[config.mk]
export PLATFORM = sky130hd
export DESIGN_NAME = pcap_frame_sequencer
export DESIGN_NICKNAME = d
export VERILOG_FILES = /design/src/rtl/udp_pkg.sv /design/src/rtl/pcap_frame_sequencer.sv
export SDC_FILE = /design/constraint.sdc
export NUM_CORES = 1
export LEC_CHECK = 0
export CAP_MARGIN = 25
export CORE_ASPECT_RATIO = 1.5
export CORE_MARGIN = 5
export CORE_UTILIZATION = 40
export DETAILED_ROUTE_END_ITERATION = 6
export GPL_TIMING_DRIVEN = 0
export PLACE_DENSITY_LB_ADDON = 0.15
export SLEW_MARGIN = 40
export SYNTH_ARGS = -nofsm -noshare
export SYNTH_HDL_FRONTEND = slang
export SYNTH_SLANG_ARGS = --single-unit
[constraint.sdc]
create_clock -name clock -period 2.65 [get_ports clock]
set_clock_uncertainty 0.05 [all_clocks]
set_input_delay 0.3975 -clock clock [delete_from_list [all_inputs] [get_ports clock]]
set_output_delay 0.3975 -clock clock [all_outputs]
set_load 0.02 [all_outputs]
[src/rtl/udp_pkg.sv]
// rtl/udp_pkg.sv - shared PCAP/UDP front-end types and constants
package udp_pkg;

    typedef enum logic [2:0] {
        GLOBAL_HDR,
        REC_HDR,
        PAYLOAD,
        DROP,
        ERROR
    } pcap_seq_state_t;

    localparam logic [31:0] PCAP_MAGIC           = 32'ha1b2c3d4;
    localparam int          PCAP_INCL_LEN_OFFSET = 8;
    localparam int          PCAP_GLOBAL_HDR_LEN  = 24;
    localparam int          PCAP_REC_HDR_LEN     = 16;

    // Magic appears on the wire little-endian: d4 c3 b2 a1.
    function automatic logic [7:0] magic_byte(input logic [1:0] idx);
        return PCAP_MAGIC[8*idx +: 8];
    endfunction

endpackage

[src/rtl/pcap_frame_sequencer.sv]
// rtl/pcap_frame_sequencer.sv - PCAP byte stream to SOF/EOF framed packets (optional PCAP_MAGIC_CHECK_EN)
module pcap_frame_sequencer
    import udp_pkg::*;
#(
    parameter int PCAP_HEADER_BYTES      = PCAP_GLOBAL_HDR_LEN,
    parameter int PCAP_DATA_HEADER_BYTES = PCAP_REC_HDR_LEN,
    parameter int DATA_WIDTH             = 8,
    parameter int MAX_FRAME_BYTES        = 2048,
    parameter int CNT_WIDTH              = 16
) (
    input  logic                  clock,
    input  logic                  reset,
    input  logic [DATA_WIDTH-1:0] din,
    input  logic                  empty,
    output logic                  in_rd_en,
    output logic [DATA_WIDTH-1:0] out_din,
    output logic                  out_sof,
    output logic                  out_eof,
    output logic                  out_wr_en,
    input  logic                  out_full,
    output logic [CNT_WIDTH-1:0]  frame_count,
    output logic [CNT_WIDTH-1:0]  drop_count,
    output logic                  error
);

    localparam int HCW = 8;

    pcap_seq_state_t r_state;
    pcap_seq_state_t w_next_state;
    logic [HCW-1:0]       r_hdr_cnt;
    logic [31:0]          r_incl_len;
    logic [31:0]          r_remaining;
    logic [CNT_WIDTH-1:0] r_frame_count;
    logic [CNT_WIDTH-1:0] r_drop_count;
    logic                 w_hdr_last;
    logic                 w_len_zero;
    logic                 w_len_big;

    assign w_hdr_last = (r_state == GLOBAL_HDR) ? (r_hdr_cnt == HCW'(PCAP_HEADER_BYTES - 1))
                                                : (r_hdr_cnt == HCW'(PCAP_DATA_HEADER_BYTES - 1));
    assign w_len_zero = (r_incl_len == 32'd0);
    assign w_len_big  = (r_incl_len > 32'(MAX_FRAME_BYTES));

    assign frame_count = r_frame_count;
    assign drop_count  = r_drop_count;

`ifdef PCAP_MAGIC_CHECK_EN
    logic r_error;
    logic w_magic_bad;

    assign w_magic_bad = (r_state == GLOBAL_HDR) && (r_hdr_cnt < HCW'(4)) &&
                         (din[7:0] != magic_byte(r_hdr_cnt[1:0]));
    assign error       = r_error;
`else
    assign error = 1'b0;
`endif

    // Next-state and combinational handshake/data outputs
    always_comb begin
        w_next_state = r_state;
        in_rd_en     = 1'b0;
        out_wr_en    = 1'b0;
        out_din      = '0;
        out_sof      = 1'b0;
        out_eof      = 1'b0;
        case (r_state)
            GLOBAL_HDR: begin
                in_rd_en = !empty && !reset;
                if (in_rd_en && w_hdr_last) w_next_state = REC_HDR;
`ifdef PCAP_MAGIC_CHECK_EN
                if (in_rd_en && w_magic_bad) w_next_state = ERROR;
`endif
            end
            REC_HDR: begin
                in_rd_en = !empty && !reset;
                if (in_rd_en && w_hdr_last) begin
                    if (w_len_zero)     w_next_state = REC_HDR;
                    else if (w_len_big) w_next_state = DROP;
                    else                w_next_state = PAYLOAD;
                end
            end
            PAYLOAD: begin
                out_wr_en = !empty && !out_full && !reset;
                in_rd_en  = out_wr_en;
                if (out_wr_en) begin
                    out_din = din;
                    out_sof = (r_remaining == r_incl_len);
                    out_eof = (r_remaining == 32'd1);
                    if (r_remaining == 32'd1) w_next_state = REC_HDR;
                end
            end
            DROP: begin
                in_rd_en = !empty && !reset;
                if (in_rd_en && r_remaining == 32'd1) w_next_state = REC_HDR;
            end
            default: w_next_state = r_state;
        endcase
    end

    // State, header index, length capture and counters
    always_ff @(posedge clock) begin
        if (reset) begin
            r_state       <= GLOBAL_HDR;
            r_hdr_cnt     <= '0;
            r_incl_len    <= '0;
            r_remaining   <= '0;
            r_frame_count <= '0;
            r_drop_count  <= '0;
        end else begin
            r_state <= w_next_state;
            if (in_rd_en) begin
                case (r_state)
                    GLOBAL_HDR, REC_HDR: begin
                        r_hdr_cnt <= w_hdr_last ? '0 : r_hdr_cnt + HCW'(1);
                        if (r_state == REC_HDR) begin
                            if (r_hdr_cnt == HCW'(PCAP_INCL_LEN_OFFSET + 0)) r_incl_len[7:0]   <= din[7:0];
                            if (r_hdr_cnt == HCW'(PCAP_INCL_LEN_OFFSET + 1)) r_incl_len[15:8]  <= din[7:0];
                            if (r_hdr_cnt == HCW'(PCAP_INCL_LEN_OFFSET + 2)) r_incl_len[23:16] <= din[7:0];
                            if (r_hdr_cnt == HCW'(PCAP_INCL_LEN_OFFSET + 3)) r_incl_len[31:24] <= din[7:0];
                            if (w_hdr_last) begin
                                r_remaining <= r_incl_len;
                                if (w_len_big && r_drop_count != '1)
                                    r_drop_count <= r_drop_count + CNT_WIDTH'(1);
                            end
                        end
                    end
                    PAYLOAD, DROP: begin
                        r_remaining <= r_remaining - 32'd1;
                        if (r_state == PAYLOAD && r_remaining == 32'd1 && r_frame_count != '1)
                            r_frame_count <= r_frame_count + CNT_WIDTH'(1);
                    end
                    default: ;
                endcase
            end
        end
    end

`ifdef PCAP_MAGIC_CHECK_EN
    // Sticky bad-magic flag
    always_ff @(posedge clock) begin
        if (reset)                      r_error <= 1'b0;
        else if (in_rd_en && w_magic_bad) r_error <= 1'b1;
    end
`endif

endmodule

==> results.md <==
- Outcome: completed
- WP data required: 2.20 ns
- Top cell type by total area after synthesis: dfxtp_1
- Crit. Startpoint: r_state[0]
- Critical Path AT: 2.13 ns
- Die height: 161 um
- Routed len/inst: 20.7 um
- Initial antenna violation count: 0
- Area grow syn2layout: 24.3%
- Setup crit end kind: output port
- Sequential area share after synthesis: 0.347
- First-pass GRT wire length: 34500 um
- Post-synth ARST share: 0
- Routed wire length: 22100 um
- Total CTS buffers: 9
- Initial Util: 0.406
- Leak Pwr: 2.83 nW
- Fin. Hold Viols: 0
- Mapped Cells: 789
- DR vias/cell: 6.00
- Die W: 111 um
- Congestion Overflow GR: 0
- Max Cap Viol: 0
- Placer Congestion: 1.02
- DR pass1 iterations: 5
- Min Tclk post-route: 2.57 ns
- Setup crit start kind: flip-flop
- EDFF count, synth: 0
- YS warnings: 0
- Root Driver: clkbuf_16
- Largest net degree at the start of global routing: 19
- Post-synthesis register bit count: 106
- Syn_nets: 809
- Design Power: 3.12 mW
- Final WS setup: 0.0766 ns
- Worst Path Class, Setup: reg2out
- Post-synth top area share: 0.347
- Total core area: 15100 um^2
- Fmax: 389 MHz
- Max Root-Sink Buffers: 2
- Synth top area cells: dfxtp_1, nand2_1, a21oi_1
- Antenna-violating nets left: 0
- Antenna Cells: 0
- Least-Margin Pin Slew: 0.813 ns
- Clk_lat worst skew: 0.35 ns
- Crit path max fanout: 10
- Most frequent cells in the layout: nand2_1, dfxtp_1, a21oi_1
- Count of different cell masters after synthesis: 74
- Max_slew headroom: 0.453
- Final Max Tran Viols: 0
- Unrepaired setup endpoints after global routing: yes
- Period utilization: 0.971
- Drt drc: 0
- Core Rows: 55
- Hold Buf Count CTS: 0
- Critical R2R Launch: r_state[0]
- Final setup fails: 0
- PwrDens: 410 nW/um^2
- Worst hold start: reset
- Ys flop type: dfxtp_1
- Clock Pin Slew Worst Setup and Hold Paths: 0.07 ns
- Cell Area, Synth: 6120 um^2
- IO buf count: 54
- DP HPWL: 16700 um
- Peak VDD IR: 0.000287 V
- DP Worst Slack: -0.909 ns
- CTS tree: yes
- Hold crit path type: in2reg
- H-tree lvl count: 3
- Final net count: 881
- Die area: 17900 um^2
- Syn_area_per_cell: 7.75 um^2
- Hold slack: 0.420 ns
- Vias post-DR: 6392
- IO Pins: 57
- Most common cell after layout, fill and taps aside: nand2_1
- Layout cell share with drive strength beyond 1: 0.145
- Fill count: 1497
- Clock sinks: 106
- Vias in the first global route: 6270
- Iteration-0 DRC Markers: 458
- Tot GR Track Use: 0.242
-- sequential cells by signal, summed over array words and instances, names as in the netlist --
name	cells
drop_count	16
r_hdr_cnt	8
frame_count	16
r_remaining	32
r_incl_len	32
r_state	2
-- synth_stat cells, types with 13 or more instances --
master / instances
inv_1: 15
dfxtp_1: 106
or3_1: 18
xor2_1: 25
a21oi_1: 78
nand4_1: 28
xnor2_1: 15
nor3_1: 18
clkbuf_1: 40
nor2_1: 48
nand2_1: 114
o21ai_0: 27
nand3_1: 28
or4_1: 13
nor4_1: 26
and3_1: 19
-- final timing paths --
check	cells past startpoint	end	slack [ns]
max	6	out_din[0]	0.08
min	4	r_hdr_cnt[1]	0.42
max reg2reg	8	frame_count[15]	0.14
min reg2reg	2	r_remaining[13]	0.45
-- layout make-up --
type / count / area (um^2) / share of cell area
Timing Repair Buffer: 69 / 671 / 0.0882
Buffer: 44 / 216 / 0.0285
Clock inverter: 7 / 75.1 / 0.00987
Inverter: 17 / 66.3 / 0.00872
Clock buffer: 9 / 225 / 0.0296
Tap cell: 199 / 249 / 0.0327
Multi-Input combinational cell: 614 / 3960 / 0.521
Sequential cell: 106 / 2140 / 0.282
-- report_power, final --
| group | internal [mW] | switching [mW] | total, mW |
|---|---|---|---|
| clock network | 0.743 | 0.656 | 1.40 |
| logic | 0.0383 | 0.0871 | 0.125 |
| registers | 1.59 | 0.00429 | 1.60 |
| total | 2.37 | 0.747 | 3.12 |
-- worst max-delay path, cell delays in order (launching register included) --
cell and delay, ns:
dfxtp_1 0.32, buf_4 0.17, nor3b_4 0.28, buf_6 0.15
buf_12 0.10, and3_1 0.15, clkdlybuf4s50_1 0.60
-- per-layer routing --
| metal | routed length [um] | vias up | share of wire | global-route usage |
|---|---|---|---|---|
| met5 | 0 | - | 0 | 0 |
| met1 | 8640 | 3028 | 0.39 | 0.272 |
| met4 | 1180 | 0 | 0.054 | 0.132 |
| met3 | 1160 | 66 | 0.052 | 0.0431 |
| met2 | 11100 | 258 | 0.50 | 0.429 |
| li1 | - | 3040 | - | - |
-- timing repair --
action,in CTS,in global routing
resized for setup,55,46
cloned,0,0
endpoints found under the setup margin,70,76
buffers inserted,5,10
pin swaps,7,5
-- cell families after synthesis --
kind of cell,after synthesis,synth area share
other cells,1,0.000613
xor+xnor,40,0.0573
fa+ha+maj,8,0.0164
compound gates,182,0.185
simple gates,372,0.329
mux,11,0.0196
flops,106,0.347
buf+inv,69,0.0456
-- through the flow --
step / instances / setup TNS [ns] / utilization / instance area, um^2
2_1_floorplan: 789 / 0 / - / 6120
3_3_place_gp: 1042 / -61.33 / 0.458 / 6910
3_5_place_dp: 1042 / -46.13 / 0.459 / 6920
4_1_cts: 1059 / 0 / 0.491 / 7400
5_1_grt: 1065 / -0.0355 / 0.505 / 7600
6_report: 1065 / 0 / 0.505 / 7600
Note: power is estimated with default switching activity, not from simulation.
